<file path="config.mk">
export PLATFORM = sky130hd
export DESIGN_NAME = uart_word_rx
export DESIGN_NICKNAME = d
export VERILOG_FILES = /design/src/rtl/uart_word_rx.sv
export SDC_FILE = /design/constraint.sdc
export NUM_CORES = 1
export LEC_CHECK = 0
export BUFFER_PORTS_ARGS = -buffer_cell sky130_fd_sc_hd__buf_2
export CAP_MARGIN = 40
export CELL_PAD_IN_SITES_DETAIL_PLACEMENT = 2
export CELL_PAD_IN_SITES_GLOBAL_PLACEMENT = 2
export CORE_AREA = 3 3 129 131
export CTS_CLUSTER_SIZE = 10
export DETAILED_ROUTE_END_ITERATION = 12
export DIE_AREA = 0 0 132 134
export HOLD_SLACK_MARGIN = 0.15
export PLACE_DENSITY_LB_ADDON = 0.2
export SETUP_SLACK_MARGIN = 0.5
export SKIP_CTS_REPAIR_TIMING = 1
export SYNTH_ARGS = -nofsm -noshare
export SYNTH_HDL_FRONTEND = slang
export SYNTH_SLANG_ARGS = --single-unit
</file>
<file path="constraint.sdc">
create_clock -name CLK -period 6.3 [get_ports CLK]
set_input_delay 1.575 -clock CLK [delete_from_list [all_inputs] [get_ports CLK]]
set_output_delay 1.575 -clock CLK [all_outputs]
set_load 0.01 [all_outputs]
</file>
<file path="src/rtl/uart_word_rx.sv">
// 8N1 UART receiver that packs four bytes (MSB first) into 32-bit words
// and queues them in a small first-word-fall-through FIFO.
module uart_word_rx #(
    parameter int unsigned CLK_PER_BIT = 16,
    parameter int unsigned FIFO_AW     = 2
) (
    input  logic        CLK,
    input  logic        reset,
    input  logic        rx,
    input  logic        ack,
    output logic [31:0] input_data,
    output logic        input_ready,
    output logic        overrun,
    output logic        framing_error
);

    localparam int unsigned DEPTH = 1 << FIFO_AW;
    localparam int unsigned TW    = $clog2(CLK_PER_BIT);

    localparam logic [TW-1:0]      TICK_HALF_M1 = TW'(CLK_PER_BIT / 2 - 1);
    localparam logic [TW-1:0]      TICK_FULL_M1 = TW'(CLK_PER_BIT - 1);
    localparam logic [TW-1:0]      TICK_ONE     = TW'(1);
    localparam logic [FIFO_AW:0]   DEPTH_C      = (FIFO_AW + 1)'(DEPTH);
    localparam logic [FIFO_AW:0]   PTR_LAST     = (FIFO_AW + 1)'(DEPTH - 1);
    localparam logic [FIFO_AW:0]   CNT_ONE      = (FIFO_AW + 1)'(1);

    typedef enum logic [1:0] {
        S_IDLE,
        S_START,
        S_DATA,
        S_STOP
    } state_t;

    logic                r_sync1;
    logic                r_sync2;
    state_t              r_state;
    logic [TW-1:0]       r_tick;
    logic [2:0]          r_bit_idx;
    logic [7:0]          r_shift;
    logic [1:0]          r_byte_cnt;
    logic [31:0]         r_word;
    logic [31:0]         r_mem [DEPTH];
    logic [FIFO_AW:0]    r_rd_ptr;
    logic [FIFO_AW:0]    r_wr_ptr;
    logic [FIFO_AW:0]    r_count;
    logic                r_overrun;
    logic                r_framing_error;

    state_t              w_state_nxt;
    logic [TW-1:0]       w_tick_nxt;
    logic [2:0]          w_bit_nxt;
    logic [7:0]          w_shift_nxt;
    logic                w_byte_ok;
    logic                w_stop_bad;
    logic                w_push;
    logic [31:0]         w_push_word;
    logic                w_full;
    logic                w_empty;
    logic                w_pop;
    logic                w_wr;
    logic                w_drop;

    function automatic logic [FIFO_AW:0] ptr_inc(input logic [FIFO_AW:0] p);
        return (p == PTR_LAST) ? '0 : p + CNT_ONE;
    endfunction

    always_ff @(posedge CLK) begin
        if (reset) begin
            r_sync1 <= 1'b1;
            r_sync2 <= 1'b1;
        end else begin
            r_sync1 <= rx;
            r_sync2 <= r_sync1;
        end
    end

    always_ff @(posedge CLK) begin
        if (reset) begin
            r_state   <= S_IDLE;
            r_tick    <= '0;
            r_bit_idx <= '0;
            r_shift   <= '0;
        end else begin
            r_state   <= w_state_nxt;
            r_tick    <= w_tick_nxt;
            r_bit_idx <= w_bit_nxt;
            r_shift   <= w_shift_nxt;
        end
    end

    always_comb begin
        w_state_nxt = r_state;
        w_tick_nxt  = r_tick;
        w_bit_nxt   = r_bit_idx;
        w_shift_nxt = r_shift;
        w_byte_ok   = 1'b0;
        w_stop_bad  = 1'b0;
        case (r_state)
            S_IDLE: begin
                if (!r_sync2) begin
                    w_tick_nxt  = TICK_HALF_M1;
                    w_state_nxt = S_START;
                end
            end
            S_START: begin
                if (r_tick != '0) begin
                    w_tick_nxt = r_tick - TICK_ONE;
                end else if (!r_sync2) begin
                    w_tick_nxt  = TICK_FULL_M1;
                    w_bit_nxt   = '0;
                    w_state_nxt = S_DATA;
                end else begin
                    // start bit vanished by mid-bit: treat as a line glitch
                    w_state_nxt = S_IDLE;
                end
            end
            S_DATA: begin
                if (r_tick != '0) begin
                    w_tick_nxt = r_tick - TICK_ONE;
                end else begin
                    w_shift_nxt = {r_sync2, r_shift[7:1]};
                    w_tick_nxt  = TICK_FULL_M1;
                    w_bit_nxt   = r_bit_idx + 3'd1;
                    if (r_bit_idx == 3'd7) begin
                        w_state_nxt = S_STOP;
                    end
                end
            end
            S_STOP: begin
                if (r_tick != '0) begin
                    w_tick_nxt = r_tick - TICK_ONE;
                end else begin
                    w_state_nxt = S_IDLE;
                    w_byte_ok   = r_sync2;
                    w_stop_bad  = !r_sync2;
                end
            end
            default: w_state_nxt = S_IDLE;
        endcase
    end

    // The fourth byte bypasses r_word and goes straight into the FIFO.
    assign w_push      = w_byte_ok && (r_byte_cnt == 2'd3);
    assign w_push_word = {r_word[31:8], r_shift};

    always_ff @(posedge CLK) begin
        if (reset) begin
            r_byte_cnt <= '0;
            r_word     <= '0;
        end else if (w_stop_bad) begin
            r_byte_cnt <= '0;
        end else if (w_byte_ok) begin
            case (r_byte_cnt)
                2'd0:    r_word[31:24] <= r_shift;
                2'd1:    r_word[23:16] <= r_shift;
                2'd2:    r_word[15:8]  <= r_shift;
                default: r_word[7:0]   <= r_shift;
            endcase
            r_byte_cnt <= r_byte_cnt + 2'd1;
        end
    end

    assign w_full  = (r_count == DEPTH_C);
    assign w_empty = (r_count == '0);
    assign w_pop   = ack && !w_empty;
    assign w_wr    = w_push && (!w_full || w_pop);
    assign w_drop  = w_push && w_full && !w_pop;

    always_ff @(posedge CLK) begin
        if (reset) begin
            r_rd_ptr <= '0;
            r_wr_ptr <= '0;
            r_count  <= '0;
        end else begin
            if (w_wr) begin
                r_wr_ptr <= ptr_inc(r_wr_ptr);
            end
            if (w_pop) begin
                r_rd_ptr <= ptr_inc(r_rd_ptr);
            end
            case ({w_wr, w_pop})
                2'b10:   r_count <= r_count + CNT_ONE;
                2'b01:   r_count <= r_count - CNT_ONE;
                default: r_count <= r_count;
            endcase
        end
    end

    always_ff @(posedge CLK) begin
        if (w_wr) begin
            r_mem[r_wr_ptr[FIFO_AW-1:0]] <= w_push_word;
        end
    end

    always_ff @(posedge CLK) begin
        if (reset) begin
            r_overrun       <= 1'b0;
            r_framing_error <= 1'b0;
        end else begin
            r_overrun       <= w_drop;
            r_framing_error <= w_stop_bad;
        end
    end

    assign input_data    = w_empty ? '0 : r_mem[r_rd_ptr[FIFO_AW-1:0]];
    assign input_ready   = !w_empty;
    assign overrun       = r_overrun;
    assign framing_error = r_framing_error;

endmodule

</file>
==> run metrics <==
final setup vio count 0; clk sinks approximately 190; max-cap viol count 0; Boundary Pins 39; H-tree level count 4; clock share of power a little over two fifths; worst-skew pair later-pin latency around 440 ps; crit path DAT about 2500 ps; Post-Synth Simple-Gate Area under 10%; Synth Instances around 490; HP Class register to register; Total GRT Usage roughly 22%; min Tclk post-route between 4000 and 5000 ps; Achievable Freq approximately 0.25 GHz; fraction of layout cells with a size suffix above 1 ~22%; Synth cell types between 40 and 50; Vias 4146; area delta synth->final 13.4%; initial antenna violation count 1; TritonCTS clock tree done; Routed WL per cell about 24 µm; DR WL met2 about 9.5 mm; setup_tns 0 ps; floorplan row count 46; PortBufs 38; Net Sw Power 532 µW; Synth Area per Inst approximately 15 µm²; Mapped Nets 507; Ys Warns 0; GPL Wtd Cong about 0.74; Critical Path Start Type register; sequential area share after synthesis between 60% and 70%; Clock Pin Slew Worst Setup and Hold Paths approximately 60 ps; Initial DRC Count between 150 and 200; DRT Pass-1 Iters 4; metal3 WL between 600 and 700 µm; XOR/XNOR share of the synthesized area 0%; Crit. End Element output port; area of the multi-input gates about 2300 µm²; sequential share of power 53.6%; Synth Area in Adders 3.13%; die area between 15000 and 20000 µm²; Met1 Wirelength 7.52 mm; largest net degree at the start of global routing 39; final hold viol count 0; HPWL Detailed ~11 mm; Clock Path Buffers 2; Via-to-Cell Ratio 5.48; Pint between 1.5 and 2 mW; Worst path slowest cell dfxtp_2; compound-cell area share of the yosys netlist 3.87%; Worst Min Path Start r_sync1; Final Max Tran Viols 0; vias in the first global route 4640; total CTS buffers 17; PnR Total Power roughly 2.4 mW; dominant cells by area after synthesis edfxtp_1 (52%), dfxtp_1 (16%), mux4_2 (9.7%), mux2i_1 (3.5%), and2_1 (3.2%); GRT Residual Overflow 0; outcome finished clean; crit path max fanout 21; VDD IR-drop max 0.201 mV; ys flop type edfxtp_1; logic gate share of total power between 3 and 4%; area leader, netlist edfxtp_1; filler instances approximately 1400; hold path depth 1; max layer used met4; number of remaining DRC errors 0; core area 15700 µm²; worst r2r src r_tick[0]; Slew headroom 50.9%; Net Sw Frac between 20 and 25%; Period Utilization, post-route around 64%; die width between 100 and 150 µm; count leader, synth edfxtp_1; Root Driver clkbuf_16; skew final 11.0 ps; crit path kind register to output port; Post-synth EDFFs roughly 130; most frequent cells after synthesis edfxtp_1 (128), dfxtp_1 (58), and2_1 (38), nor2_1 (37), mux4_2 (32); Static Leak approximately 3.1 nW; reg2reg path depth 6; DRT Wirelength ~18 mm; largest family of logic cells by synthesized area multiplexers; Reg area 5010 µm²; CP max stage delay between 600 and 700 ps; Initial Util 47.3%; synthesized area roughly 7400 µm²; final core occ 53.7%; Yosys reg bits between 150 and 200; first-pass GRT wire length between 20 and 30 mm; actual slew at the worst max-slew pin 731 ps; post-route ant nets 0; RSZ-0062 raised after global routing false; Final nets between 500 and 600; crit-path cells buf_4, mux4_2, and2_1, buf_2; Power Density just under 300 nW/µm²; Chip Height about 130 µm; number of inserted diodes 0; top cell type's share of synthesized area 51.7%; mux contribution to synthesized area between 10 and 15%; worst path required time between 4000 and 5000 ps; Post-synth ARST share 0%
## state kept, by name, summed over array words and instances, names as in the netlist, 2 cells and up, named ones only
register,count
r_rd_ptr,3
r_count,3
r_shift,8
r_word,24
r_tick,4
r_byte_cnt,2
r_mem,128
r_wr_ptr,3
r_bit_idx,3
## worst max-delay path, delay by kind of cell (launching register included)
family / cells / cell delay [ps]
buf+inv: 2 / 620
mux: 1 / 570
flops: 1 / 610
simple gates: 1 / 190
## cell usage in the layout (no fill, tap or decap), types with 2 or more instances in the layout
cell	count
a311oi_1	2
clkbuf_16	17
mux2_4	3
a31oi_1	2
a211oi_1	2
buf_2	38
inv_6	2
edfxtp_1	128
dfxtp_1	57
or2_2	3
nor2_1	37
ha_1	17
nand3_1	5
buf_4	7
or4_1	2
and2_1	38
o21a_1	2
nor3_1	4
o21ai_0	8
mux2i_1	26
a21oi_1	23
nand2_1	29
nor3b_1	3
o21bai_1	2
mux4_2	32
clkbuf_1	3
nand3_2	3
inv_1	12
nand4bb_1	2
nor4b_1	2
a22oi_1	2
clkinvlp_4	3
clkinv_2	2
clkbuf_8	3
## final timing paths
path         slack, ps              to
max               2270  input_data[30]
min                410         r_sync2
max reg2reg       3510    r_mem[3][29]
min reg2reg        410         r_sync2
## metrics by stage
| stage | setup slack, ps | instance area [µm²] | instances | hold WS, ps |
|---|---|---|---|---|
| 3_3_place_gp | 2700 | 7850 | 723 | 397 |
| 5_1_grt | 2080 | 8430 | 756 | 441 |
| 2_1_floorplan | 2780 | 7440 | 485 | 389 |
| 4_1_cts | 2180 | 8430 | 756 | 419 |
| 3_5_place_dp | 2670 | 7870 | 724 | 400 |
| 6_report | 2270 | 8430 | 756 | 412 |
## per-layer routing
layer  vias to the layer above  GRT usage, %
met4                         0          5.72
li1                       1896             -
met3                        19          4.84
met1                      2155          27.4
met5                         -             0
met2                        76          37.9
## power by group through the flow
stage	combinational (mW)	clock, mW	sequential, mW
finish	0.0907	1.04	1.31
global placement	0.0849	0	1.33
floorplan	0.0680	0	1.33
global route	0.103	1.12	1.31
detailed placement	0.0914	0	1.34
CTS	0.0928	1.06	1.31
## area by class of cell
class / instances / area share (%)
Clock buffer: 23 / 5.67
Tap cell: 216 / 3.20
Clock inverter: 9 / 1.05
Sequential cell: 186 / 59.4
Inverter: 12 / 0.534
Timing Repair Buffer: 46 / 3.12
Multi-Input combinational cell: 264 / 27.1
## cell families after synthesis
| group | Yosys count |
|---|---|
| buf+inv | 35 |
| compound gates | 48 |
| simple gates | 137 |
| flops | 186 |
| mux | 61 |
| fa+ha+maj | 18 |
Note: power is estimated with default switching activity, not from simulation.
